==> config.mk <==
export PLATFORM = sky130hd
export DESIGN_NAME = event_list_arbiter
export DESIGN_NICKNAME = d
export VERILOG_FILES = /design/src/rtl/event_list_arbiter.sv
export SDC_FILE = /design/constraint.sdc
export NUM_CORES = 1
export LEC_CHECK = 0
export ABC_CLOCK_PERIOD_IN_PS = 1300
export CAP_MARGIN = 20
export CELL_PAD_IN_SITES_DETAIL_PLACEMENT = 2
export CELL_PAD_IN_SITES_GLOBAL_PLACEMENT = 2
export CORE_AREA = 2 2 83 85
export CTS_CLUSTER_DIAMETER = 120
export DETAILED_ROUTE_END_ITERATION = 8
export DIE_AREA = 0 0 85 87
export PLACE_DENSITY = 0.71
export SYNTH_ARGS = -nofsm -noshare
export SYNTH_HDL_FRONTEND = slang
export SYNTH_SLANG_ARGS = --single-unit
export TNS_END_PERCENT = 100
==> constraint.sdc <==
create_clock -name clk -period 1.3 [get_ports clk]
set_input_delay 0.13 -clock clk [delete_from_list [all_inputs] [get_ports clk]]
set_output_delay 0.13 -clock clk [all_outputs]
set_load 0.02 [all_outputs]
==> src/rtl/event_list_arbiter.sv <==
// rtl/event_list_arbiter.sv - round-robin arbiter with bounded hold, one-cycle gap and registered payload mux
// A grant is held while the owner keeps requesting, up to MAX_HOLD cycles.
module event_list_arbiter #(
  parameter int N_REQ    = 4,
  parameter int DATA_W   = 8,
  parameter int MAX_HOLD = 8
) (
  input  logic                      clk,
  input  logic                      rst,
  input  logic [N_REQ-1:0]          req,
  input  logic [N_REQ*DATA_W-1:0]   din,
  output logic [N_REQ-1:0]          gnt,
  output logic                      out_valid,
  output logic [DATA_W-1:0]         out,
  output logic                      busy
);

  localparam int IDX_W = (N_REQ > 1) ? $clog2(N_REQ) : 1;

  typedef enum logic [1:0] {IDLE, GRANT, GAP} state_t;

  state_t             state_q;
  logic [N_REQ-1:0]   gnt_q;
  logic [IDX_W-1:0]   own_q;
  logic [IDX_W-1:0]   ptr_q;
  logic [7:0]         hold_q;
  logic               out_valid_q;
  logic [DATA_W-1:0]  out_q;

  logic               win_found;
  logic [IDX_W-1:0]   win_idx;
  logic [IDX_W-1:0]   ptr_d;
  logic [IDX_W-1:0]   cand;

  // Scan from the farthest slot back toward ptr so the nearest set request wins.
  always_comb begin
    win_found = 1'b0;
    win_idx   = '0;
    cand      = '0;
    for (int k = N_REQ - 1; k >= 0; k--) begin
      cand = (int'(ptr_q) + k >= N_REQ) ? IDX_W'(int'(ptr_q) + k - N_REQ)
                                        : IDX_W'(int'(ptr_q) + k);
      if (req[cand]) begin
        win_found = 1'b1;
        win_idx   = cand;
      end
    end
    ptr_d = (win_idx == IDX_W'(N_REQ - 1)) ? '0 : win_idx + 1'b1;
  end

  always_ff @(posedge clk) begin
    if (rst) begin
      state_q     <= IDLE;
      gnt_q       <= '0;
      own_q       <= '0;
      ptr_q       <= '0;
      hold_q      <= '0;
      out_valid_q <= 1'b0;
      out_q       <= '0;
    end else begin
      // Payload path trails the grant by one cycle.
      out_valid_q <= (state_q == GRANT);
      if (state_q == GRANT) out_q <= din[own_q*DATA_W +: DATA_W];

      case (state_q)
        IDLE: begin
          if (win_found) begin
            state_q        <= GRANT;
            gnt_q          <= '0;
            gnt_q[win_idx] <= 1'b1;
            own_q          <= win_idx;
            ptr_q          <= ptr_d;
            hold_q         <= 8'd1;
          end
        end
        GRANT: begin
          if (!req[own_q] || hold_q >= 8'(MAX_HOLD)) begin
            state_q <= GAP;
            gnt_q   <= '0;
          end else if (hold_q != 8'hFF) begin
            hold_q <= hold_q + 8'd1;
          end
        end
        GAP:     state_q <= IDLE;
        default: state_q <= IDLE;
      endcase
    end
  end

  assign gnt       = gnt_q;
  assign out_valid = out_valid_q;
  assign out       = out_q;
  assign busy      = (state_q != IDLE);

endmodule

# After elaboration in Yosys (flattened, before gate mapping)
# Index checks and enable logic that the tools add are counted.
# word_totals
reg_bits	27
inputBits	38
# op_classes
addsub	9
mux	35
shifts	1
reduce_logical	10
n_eq_ne	7
order_cmp	12
# op_table
operator	count
indexed part select 32 x 6 -> 8 bit	1
2-to-1 mux 8 bit	3
2-to-1 mux 2 bit	11
< comparator 2 x 3 -> 1 bit, second input constant	6
case mux 8 bit (2 select lines)	1
binary-select mux 1 bit (select 2 bit)	5
2-to-1 mux 1 bit	10
greater-or-equal comparator 3 bit, second input constant	3
adder 8 x 1 -> 8 bit, second input constant	1
greater-or-equal comparator 8 x 4 -> 1 bit, second input constant	1
2-to-1 mux 4 bit	2
!= test 8 bit, second input constant	1
case mux 4 bit (2 select lines)	1
subtractor 2 x 1 -> 2 bit, second input constant	4
adder 2 x 2 -> 3 bit, second input constant	2
!= test 2 x 1 -> 1 bit, second input constant	2
!= test 2 bit, second input constant	2
case mux 2 bit (2 select lines)	1
AND reduction 2 bit	2
AND reduction 4 bit	1
nonzero test 2 bit	2
adder 2 x 1 -> 3 bit, second input constant	1
greater-or-equal comparator 2 x 3 -> 1 bit, second input constant	1
AND reduction 3 bit	1
other kinds (9)	9

# Depth between registers and ports, before layout
# depth
depth_word	15
mapped_depth	7
mapped_depth_nobuf	7

# Least setup slack after synthesis
# OpenSTA, ideal clock, no wires.
# synth_timing
path_kind	reg2reg
from	register own_q[0]
to	register gnt_q[0] (netlist: gnt[0])
arrival_time_ns	1.300
required_ns	1.177
setup_time_ns	0.123
n_path_buf	0
path_stages_with_launch	5
slack_ns	-0.123
path_cell_list	dfxtp_1 -> mux2_4 -> o2111a_2 -> a211oi_2 -> o2bb2ai_1
# synth_between
elab_chain_cells	6
# synth_lines
element	line_no	source
start: declaration	24	logic [IDX_W-1:0] own_q;
start signal: assignment	71	own_q <= win_idx;
binary-select mux 1 bit (select 2 bit)	77	if (!req[own_q] || hold_q >= 8'(MAX_HOLD)) begin
2-to-1 mux 1 bit (not written as such)	77	
zero test 1 bit	77	
logical OR 1 bit	77	
!= test 2 x 1 -> 1 bit (no line)	n/a	
AND reduction 3 bit (no line)	n/a	
end signal: assignment	69	gnt_q <= '0;
end signal: indexed assignment	70	gnt_q[win_idx] <= 1'b1;
end signal: assignment	79	gnt_q <= '0;
end: declaration	23	logic [N_REQ-1:0] gnt_q;
# No other way between the ends. The select of a mux whose other input is x is not followed.
# A chain may end at the register's enable or synchronous reset.

# Worst setup path in the final report
# layout_timing
from	register own_q[0]
to	register gnt_q[3] (netlist: gnt[3])
# The elaborated chain is that of the path after synthesis.

==> out/metrics.cfg <==
[status]
outcome=finished, violations left
failed_checks=setup timing

[min_path]
holdCritPathClass=reg -> reg

[cells_and_area]
stdcell_area_mm2=0.00248
fin_cells=318
area_growth_pct=72.1
nNetsFinal=283
drive_gt1_share_pct=31.1
antenna_cells=0
fillers=706

[sta]
hold_ws_ns=0.461
rsz0062_at_grt=true
tightest_slew_ns=0.340
final-max-slew-violation-count=0
fin_ws_ns=-0.235
hold_viol_final=0
fin_worst_skew_ns=0.00126
slew_headroom_pct=77.2
max_freq_ghz=0.652
post-route-min-period_ns=1.53
post-route-period-util_pct=118
setup_viol=21

[die]
core-area_mm2=0.00657
die-area_mm2=0.00740
rows=30
die_h_um=87
die_w_um=85
start_util_pct=22.0
boundaryPins=52

[synthesis]
syn_area_per_cell_um2=9.44
synth_area_mm2=0.00144
synthFlopType=dfxtp_1
async_flop_share_pct=0
synth_cell_types=40
yosys_warnings=0
synth-edff-count=0
ys_seq_elements=27
ys_seq_area_share_pct=37.4
synth_cells=153
syn_nets=197

[global_route]
grt_start_max_net_pins=15
grt_usage_pct=13.6
antenna_found_initial=0
grt_pass1_vias=1660
grt_overflow=0
grt_pass1_wl_um=8100

[routing]
drc_errors=0
final_antenna_net_count=0
drt_first_pass_iters=2
vias_per_cell=4.61
vias=1467
drt_wl_total_um=5000
wl_per_cell_um=15.7
drt-initial-drc-count=45

[clock_tree]
clock_sinks=27
clk_latency_ns=0.27
cts_made_buffers=3
cts_tree=done
cts_htree_levels=1
clockBufferDepth=2
holdBufCountCts=0
clockRootBuffer=clkbuf_8
clk_pin_slew_worst_paths_ns=0.10

[place]
port_buffers=51
placed_cells=310
place_congestion=0.822
dp_hpwl_um=3920
placed_area_mm2=0.00229

[flow_run]
cap_violations=0

[critical_path]
start_kind=flop
end_kind=flop
slowest_delay_ns=0.36
worstPathMaxFanout=4
critical-path-top-delay-family=compound AO/OA/AOI/OAI gates
crit_arrival_ns=1.70
cp_slowest_cell=dfxtp_2
cp.required_ns=1.46
cp_num_buf_inv=0
worstSetupPathType=reg -> reg
cp_cell_sequence=mux2_4 > o2111a_2 > a211oi_4 > o2bb2ai_1

[power]
power_leakage_nw=1.03
powerDensity_mw_per_mm2=1050
peakVddDrop_mv=0.533

## registers in the layout, summed over array words and instances, names as in the netlist
register   flops
ptr_q          2
hold_q         8
gnt            4
out_valid      1
own_q          2
out            8
state_q        2
## final cells by class
| class | count | area [µm²] | share of cell area (%) |
|---|---|---|---|
| inverter | 7 | 26.3 | 1.06 |
| multi-input combinational | 113 | 962 | 38.7 |
| sequential | 27 | 548 | 22.1 |
| timing repair buffer | 87 | 803 | 32.3 |
| clock buffer | 4 | 45.0 | 1.81 |
| tap | 80 | 100 | 4.03 |
## worst register-to-register path: cells and delay by family, from the launching register on
family | cells | cell delay, ns
AO/OA/AOI/OAI | 3 | 0.76
flip-flops | 1 | 0.36
multiplexers | 1 | 0.31
## synthesized netlist by cell type (4+ instances only)
cell / count / area [µm²]
mux4_2: 8 / 180
ha_1: 6 / 75.1
nor3_1: 4 / 20.0
a21oi_1: 11 / 55.1
nor2_1: 9 / 33.8
o2bb2ai_1: 4 / 35.0
inv_1: 7 / 26.3
nand2_1: 22 / 82.6
nand2b_1: 7 / 43.8
and2_1: 5 / 31.3
dfxtp_1: 27 / 541
## placed cells by master, fill, tap and decap left out, types with 2 or more instances in the layout
| master | n |
|---|---|
| a21oi_1 | 10 |
| a21oi_2 | 2 |
| and2_1 | 5 |
| and3_1 | 2 |
| buf_4 | 32 |
| buf_6 | 2 |
| clkbuf_8 | 3 |
| clkdlybuf4s50_1 | 33 |
| dfxtp_1 | 23 |
| dfxtp_2 | 3 |
| dlygate4sd2_1 | 18 |
| ha_1 | 6 |
| inv_1 | 6 |
| mux4_2 | 8 |
| nand2_1 | 20 |
| nand2_2 | 2 |
| nand2b_1 | 6 |
| nand4_1 | 3 |
| nor2_1 | 8 |
| nor3_1 | 3 |
| nor4_4 | 2 |
| o21ai_0 | 2 |
| o2bb2ai_1 | 4 |
## final timing paths
path                 start  cells after the start  slack (ns)     end
hold / removal      out[3]                      2        0.46  out[3]
setup reg to reg  own_q[0]                      4       -0.23  gnt[3]
hold reg to reg     out[3]                      2        0.46  out[3]
setup / recovery  own_q[0]                      4       -0.23  gnt[3]
## metal layers
metal  up-vias  GRT usage [%]  routed length (µm)
met5         -              0                   0
met4         0           3.03                  24
met3         2           1.99                 146
met2        22           26.5                2800
met1       724           15.7                2030
li1        719              -                   -
## where the power goes
group | switching, W | total [W] | internal [W]
combinational | 0.000528 | 0.00112 | 0.000597
sequential | 0.0000634 | 0.000981 | 0.000917
clock | 0.000278 | 0.000498 | 0.000220
total | 0.000869 | 0.00260 | 0.00173
## through the flow
step	total power (W)	TNS, ns	utilization (%)	setup WS (ns)
CTS	0.00254	-2.73	36.5	-0.193
finish	0.00260	-3.02	37.8	-0.235
floorplan	0.00149	-0.316	-	-0.0790
global placement	0.00197	-7.87	34.8	-0.480
detailed placement	0.00201	-8.51	34.8	-0.567
global route	0.00277	-4.54	37.8	-0.304
## what timing repair did
action	in CTS	in global routing
gates resized for setup	28	17
buffers inserted	2	1
endpoints found under the setup margin	40	25
pin swaps	11	13
cloned	1	0
## logic make-up after synthesis
logic type / count (synthesis) / synth area share (%)
mux: 10 / 14.2
fa+ha+maj: 6 / 5.20
compound gates: 33 / 16.3
buf+inv: 13 / 4.07
flops: 27 / 37.4
simple gates: 64 / 22.8
Note: power is estimated with default switching activity, not from simulation.
